`src/rtl/uart_tx_arb_pkg.sv`:
```
// ----------------------------------------------------------------------------
// uart_tx_arb_pkg
// Shared definitions for the UART TX arbiter:
//   arb_state_t  - arbiter FSM states (also exported on the debug port)
//   PAR_EVEN/ODD - encoding of the PAR_TYP line towards the TX core
//   timer_width  - width of the shared busy-timeout / gap counter
// ----------------------------------------------------------------------------
package uart_tx_arb_pkg;

    typedef enum logic [2:0] {
        IDLE      = 3'd0,
        LAUNCH    = 3'd1,
        WAIT_BUSY = 3'd2,
        WAIT_DONE = 3'd3,
        GAP       = 3'd4
    } arb_state_t;

    localparam logic PAR_EVEN = 1'b0;
    localparam logic PAR_ODD  = 1'b1;

    // One counter serves both the busy timeout and the inter-frame gap, so it
    // must hold the larger of the two limits plus one (the gap count runs one
    // past its last value on the cycle it hands back to IDLE).
    function automatic int timer_width(input int busy_timeout, input int gap_cycles);
        int span;
        span = busy_timeout;
        if (gap_cycles > span) begin
            span = gap_cycles;
        end
        if (span < 1) begin
            span = 1;
        end
        return $clog2(span + 1);
    endfunction

endpackage

```
`src/rtl/uart_tx_arbiter_rr_pick.sv`:
```
// ----------------------------------------------------------------------------
// uart_rr_pick
// Purely combinational round-robin search. Starting one position above
// last_grant and wrapping around, the first asserted request wins.
// Ports:
//   req        in  N_REQ  request vector
//   last_grant in  IW     index granted most recently
//   win        out IW     winning index (only meaningful when any_req=1)
//   any_req    out 1      at least one request asserted
// ----------------------------------------------------------------------------
module uart_rr_pick
    import uart_tx_arb_pkg::*;
#(
    parameter int N_REQ = 4,
    localparam int IW   = $clog2(N_REQ)
) (
    input  logic [N_REQ-1:0] req,
    input  logic [IW-1:0]    last_grant,
    output logic [IW-1:0]    win,
    output logic             any_req
);

    logic [IW-1:0] win_hi;
    logic [IW-1:0] win_lo;
    logic          hit_hi;
    logic          hit_lo;

    // Requests strictly above last_grant outrank those at or below it (the
    // wrapped part of the scan). Walking downwards leaves the lowest index of
    // each group in win_hi / win_lo.
    always_comb begin
        win_hi = '0;
        win_lo = '0;
        hit_hi = 1'b0;
        hit_lo = 1'b0;
        for (int i = N_REQ - 1; i >= 0; i--) begin
            if (req[i]) begin
                if (IW'(i) > last_grant) begin
                    win_hi = IW'(i);
                    hit_hi = 1'b1;
                end else begin
                    win_lo = IW'(i);
                    hit_lo = 1'b1;
                end
            end
        end
        win     = hit_hi ? win_hi : win_lo;
        any_req = hit_hi | hit_lo;
    end

endmodule

```
`src/rtl/uart_tx_arbiter.sv`:
```
// ----------------------------------------------------------------------------
// uart_tx_arbiter
// Shares one UART TX core between N_REQ byte requesters. A round-robin pick
// accepts one byte plus the parity configuration, launches it into the core
// with a single Data_Valid strobe, then follows the core's busy flag until the
// frame ends (or until busy fails to rise within BUSY_TIMEOUT cycles).
//
// Handshakes:
//   req_valid/req_ready - byte i is consumed in the cycle where both
//     req_valid[i] and req_ready[i] are 1. req_ready is a one-hot,
//     combinational pulse that only occurs in IDLE while busy=0; it never
//     waits for, nor depends on, a later cycle. Dropping req_valid without an
//     accept is allowed.
//   Data_Valid/busy - Data_Valid is a one-cycle launch; the core answers by
//     raising busy and lowering it when the frame has been shifted out.
//
// Ports:
//   clk, rst          clock, synchronous active-high reset
//   req_valid[N]      per-requester byte available
//   req_data[8N]      per-requester byte, slice i = [8i+7:8i]
//   req_ready[N]      one-hot accept pulse
//   cfg_par_en/typ    parity configuration, sampled at accept
//   P_DATA, Data_Valid, PAR_EN, PAR_TYP   TX core launch interface
//   busy              TX core busy flag
//   grant_id          requester owning the current frame
//   frame_done        one-cycle pulse when busy falls after a launch
//   err_timeout       one-cycle pulse when busy never rose after a launch
//   fsm_state         arbiter state, for observation
// ----------------------------------------------------------------------------
module uart_tx_arbiter
    import uart_tx_arb_pkg::*;
#(
    parameter int N_REQ        = 4,
    parameter int BUSY_TIMEOUT = 16,
    parameter int GAP_CYCLES   = 0,
    localparam int IW          = $clog2(N_REQ)
) (
    input  logic               clk,
    input  logic               rst,
    input  logic [N_REQ-1:0]   req_valid,
    input  logic [8*N_REQ-1:0] req_data,
    output logic [N_REQ-1:0]   req_ready,
    input  logic               cfg_par_en,
    input  logic               cfg_par_typ,
    output logic [7:0]         P_DATA,
    output logic               Data_Valid,
    output logic               PAR_EN,
    output logic               PAR_TYP,
    input  logic               busy,
    output logic [IW-1:0]      grant_id,
    output logic               frame_done,
    output logic               err_timeout,
    output arb_state_t         fsm_state
);

    localparam int              TMR_W        = timer_width(BUSY_TIMEOUT, GAP_CYCLES);
    localparam logic [TMR_W-1:0] TIMEOUT_LAST = TMR_W'(BUSY_TIMEOUT - 1);
    localparam logic [TMR_W-1:0] GAP_LAST     = TMR_W'((GAP_CYCLES > 0) ? GAP_CYCLES - 1 : 0);
    // With no gap configured the GAP state is never visited.
    localparam arb_state_t      AFTER_FRAME  = (GAP_CYCLES == 0) ? IDLE : GAP;

    arb_state_t       state;
    arb_state_t       state_next;
    logic [TMR_W-1:0] timer;
    logic [IW-1:0]    last_grant;
    logic [IW-1:0]    win;
    logic             any_req;
    logic [7:0]       win_data;
    logic             accept;
    logic             end_frame;

    uart_rr_pick #(
        .N_REQ (N_REQ)
    ) u_pick (
        .req        (req_valid),
        .last_grant (last_grant),
        .win        (win),
        .any_req    (any_req)
    );

    // Byte of the winning requester.
    always_comb begin
        win_data = '0;
        for (int i = 0; i < N_REQ; i++) begin
            if (win == IW'(i)) begin
                win_data = req_data[8*i +: 8];
            end
        end
    end

    // ------------------------------------------------------------------
    // FSM: state register
    // ------------------------------------------------------------------
    always_ff @(posedge clk) begin
        if (rst) begin
            state <= IDLE;
        end else begin
            state <= state_next;
        end
    end

    // ------------------------------------------------------------------
    // FSM: next state and strobes
    // ------------------------------------------------------------------
    always_comb begin
        state_next  = state;
        accept      = 1'b0;
        end_frame   = 1'b0;
        Data_Valid  = 1'b0;
        frame_done  = 1'b0;
        err_timeout = 1'b0;
        case (state)
            IDLE: begin
                // An externally busy core stalls arbitration; reset also
                // blocks the accept so no byte is consumed while held.
                if (!rst && any_req && !busy) begin
                    accept     = 1'b1;
                    state_next = LAUNCH;
                end
            end
            LAUNCH: begin
                Data_Valid = 1'b1;
                state_next = WAIT_BUSY;
            end
            WAIT_BUSY: begin
                if (busy) begin
                    state_next = WAIT_DONE;
                end else if (timer == TIMEOUT_LAST) begin
                    err_timeout = 1'b1;
                    end_frame   = 1'b1;
                    state_next  = AFTER_FRAME;
                end
            end
            WAIT_DONE: begin
                // No timeout here: a core may legitimately stay busy for a
                // long frame.
                if (!busy) begin
                    frame_done = 1'b1;
                    end_frame  = 1'b1;
                    state_next = AFTER_FRAME;
                end
            end
            GAP: begin
                if (timer == GAP_LAST) begin
                    state_next = IDLE;
                end
            end
            default: begin
                state_next = IDLE;
            end
        endcase
    end

    // One-hot accept towards the winning requester.
    always_comb begin
        req_ready = '0;
        for (int i = 0; i < N_REQ; i++) begin
            req_ready[i] = accept && (win == IW'(i));
        end
    end

    // ------------------------------------------------------------------
    // Launch registers, round-robin pointer and shared timer
    // ------------------------------------------------------------------
    always_ff @(posedge clk) begin
        if (rst) begin
            P_DATA     <= '0;
            PAR_EN     <= 1'b0;
            PAR_TYP    <= PAR_EVEN;
            grant_id   <= '0;
            last_grant <= IW'(N_REQ - 1);
            timer      <= '0;
        end else begin
            // Everything the core sees is captured at accept and then held
            // until the next accept, so cfg changes mid-frame are ignored.
            if (accept) begin
                P_DATA   <= win_data;
                PAR_EN   <= cfg_par_en;
                PAR_TYP  <= cfg_par_typ;
                grant_id <= win;
            end
            // A timed-out frame still counts as a turn for fairness.
            if (end_frame) begin
                last_grant <= grant_id;
            end
            if (state == LAUNCH || end_frame) begin
                timer <= '0;
            end else if ((state == WAIT_BUSY && !busy) || state == GAP) begin
                timer <= timer + 1'b1;
            end
        end
    end

    assign fsm_state = state;

endmodule

```
`config.mk`:
```
export PLATFORM = sky130hd
export DESIGN_NAME = uart_tx_arbiter
export DESIGN_NICKNAME = d
export VERILOG_FILES = /design/src/rtl/uart_tx_arb_pkg.sv /design/src/rtl/uart_tx_arbiter_rr_pick.sv /design/src/rtl/uart_tx_arbiter.sv
export SDC_FILE = /design/constraint.sdc
export NUM_CORES = 1
export LEC_CHECK = 0
export CELL_PAD_IN_SITES_DETAIL_PLACEMENT = 0
export CELL_PAD_IN_SITES_GLOBAL_PLACEMENT = 1
export CORE_MARGIN = 8
export CORE_UTILIZATION = 30
export DETAILED_ROUTE_END_ITERATION = 7
export PLACE_DENSITY_LB_ADDON = 0.1
export SETUP_SLACK_MARGIN = 0.05
export SYNTH_ARGS = -nofsm -noshare
export SYNTH_HDL_FRONTEND = slang
export SYNTH_SLANG_ARGS = --single-unit
```
`constraint.sdc`:
```
create_clock -name clk -period 4.5 [get_ports clk]
set_input_delay 1.125 -clock clk [delete_from_list [all_inputs] [get_ports clk]]
set_output_delay 1.125 -clock clk [all_outputs]
set_load 0.005 [all_outputs]
```
==> impl_metrics.ini <==
[clocking]
cts_tree = yes
clkTransAtPathRegs_ns = 0.07
clock-root-buffer = clkbuf_8
cts_setup_buffers = 0
cts.path.max_buffers = 2
cts_hold_buf = 0
insertion_delay_ns = 0.26
cts_sinks = 21
htree_levels = 1
cts_buffers = 3
post_cts_resized = 0

[worst_setup_path]
crit_arrival_ns = 3.14
crit_top_cell = clkdlybuf4s50_1
end_kind = primary output
worst-path-buf-inv = 2
rr_endpoint = P_DATA[3]
crit_chain = clkdlybuf4s50_1, nor2_2, a21oi_1, o22a_2, nor2_1, clkdlybuf4s50_1
path_max_fanout = 7
cpPeakStageDelay_ns = 0.61
rr_worst_depth = 5
critPathTopFamily = buffers and inverters
regToRegSetupSlack_ns = 2.63
worst_ep_required_time_ns = 3.38
worst-path-stages = 6
cp_slowest_cell = clkdlybuf4s50_1
r2r_start = last_grant[1]
path_class = in2out
worstSetupStartpointType = input pin

[global_routing]
antenna_found_initial = 0
track_usage_pct = 14.5
grt_start_max_net_pins = 18
grt_pass1_wl_microns = 7460
overflow = 0
grt_pass1_vias = 1516

[placed_design]
dp_hpwl_microns = 3900
gp_congestion = 0.778
pre_cts_slack_ns = 0.251
port_buffers = 61

[die]
initial_core_util_pct = 30.7
die_w_microns = 82.0
die_h_microns = 82.0
num_io_pins = 63
core_sq_mm = 0.00426
rows = 24
die_area_sq_mm = 0.00673

[hold_path]
hold_path.class = reg2reg
hold_path_end = P_DATA[7]
holdPathStages = 2
worstHoldStart = P_DATA[7]

[logic_synthesis]
post-synth-top-count-cell = dfxtp_1
ys_seq_area_share_pct = 32.2
async_flop_share_pct = 0
synth-warning-count = 0
synthTopCellsByArea = dfxtp_1 (32%), a21oi_1 (5.4%), nand2_1 (5.2%)
synth_common_cells = dfxtp_1 (21), nand2_1 (18), nor2_1 (16), a21oi_1 (14)
ys_types = 45
synth_edf_count = 0
synth_area_sq_mm = 0.00131
synth_top_area_cell = dfxtp_1
syn_inst = 160
syn_avg_cell_area_sq_um = 8.17
synth-main-ff-cell = dfxtp_1
synth-seq-cells = 21
synth_top_area_share_pct = 32.2
syn_nets = 203

[timing]
fmaxAchievable_mhz = 235
tns_ns = 0
fin_crit_ns = 4.26
hold_viol = 0
fin_ws_ns = 0.240
finalCritPeriodShare_pct = 94.7
rsz0062_at_grt = no
whs_ns = 0.464
setup_violations = 0
clock-skew-final_ns = 0.00691
drv_slew = 0

[cells_and_area]
final_util_pct = 47.8
fin_nets = 268
fillers = 431
area_growth_pct = 55.9
layout-drive-gt1-share_pct = 10.7
antenna_cells = 0

[run]
drv_cap = 0

[power_and_ir_drop]
ir_worst_vdd_uv = 136
power_density_mw_per_mm2 = 228
p_leak_nw = 0.739

[outcome]
status = completed

[detailed_routing]
firstDrtPassIters = 4
first_iter_violations = 94
ant_nets = 0
routed_wirelength_microns = 4770
drc_errors = 0
wire_per_inst_microns = 17.3
viasPerCell = 5.23
routed-via-count = 1444
==> cell families (layout without fill, tap and decap cells) <==
family	Yosys count	count (layout)	synth area share (%)
AND/OR/NAND/NOR	59	59	21.7
AO/OA/AOI/OAI	52	52	30.8
flip-flops	21	21	32.2
buffers and inverters	15	79	5.36
multiplexers	7	7	5.74
XOR/XNOR	3	3	2.01
adder cells (fa/ha/maj)	2	2	1.91
other	1	1	0.287
==> final cells by class <==
type / count / area [sq um] / area share, %
Sequential cell: 21 / 420 / 20.6
Multi-Input combinational cell: 124 / 817 / 40.1
Timing Repair Buffer: 68 / 663 / 32.5
Tap cell: 52 / 65.1 / 3.19
Clock inverter: 1 / 5.00 / 0.246
Clock buffer: 3 / 41.3 / 2.03
Inverter: 7 / 26.3 / 1.29
==> flip-flops by register name, summed over array words and instances (netlist names) <==
| register | cells |
|---|---|
| P_DATA | 8 |
| timer | 5 |
| fsm_state | 2 |
| grant_id | 2 |
| last_grant | 2 |
| PAR_EN | 1 |
| PAR_TYP | 1 |
==> metrics by stage <==
stage	instances	total power, mW	instance area (sq um)
after floorplan	160	0.265	1310
after global placement	272	0.342	1990
after detailed placement	272	0.344	1990
after CTS	276	0.470	2040
after global routing	276	0.489	2040
final	276	0.465	2040
==> power by group <==
group	leakage, nW	internal [mW]	total [mW]	switching [mW]
logic	0.542	0.0794	0.135	0.0560
registers	0.171	0.197	0.204	0.00778
clock network	0.0255	0.0618	0.125	0.0636
==> layer usage <==
layer  share of wire (%)  vias up  GRT usage [%]
met3                 6.9        5           4.81
met1                  41      678           15.4
li1                    -      715              -
met2                  52       46           26.4
met5                   0        -              0
met4                0.80        0           4.04
==> how the worst max path moves through the flow <==
stage,to,start
2_1_floorplan,req_ready[0],busy
3_3_place_gp,req_ready[0],busy
3_5_place_dp,req_ready[3],req_valid[1]
4_1_cts,req_ready[3],req_valid[1]
5_1_grt,req_ready[3],req_valid[0]
6_report,req_ready[3],req_valid[1]
==> tightest hold or removal path: cells and delay by family, from the launching register on <==
family,cells,cell delay (ns)
DFF,1,0.31
and+or+nand+nor,1,0.05
AOI/OAI and AO/OA,1,0.05
==> cells in the final DEF (no fill, tap or decap), drive strengths merged, types with 6 or more instances in the layout <==
cell / instances
inv: 7
dfxtp: 21
or3: 7
a21oi: 15
clkdlybuf4s50: 61
buf: 7
nand2: 18
nor2: 17
o21ai: 7
o221ai: 6
(Power assumes the default switching activity.)
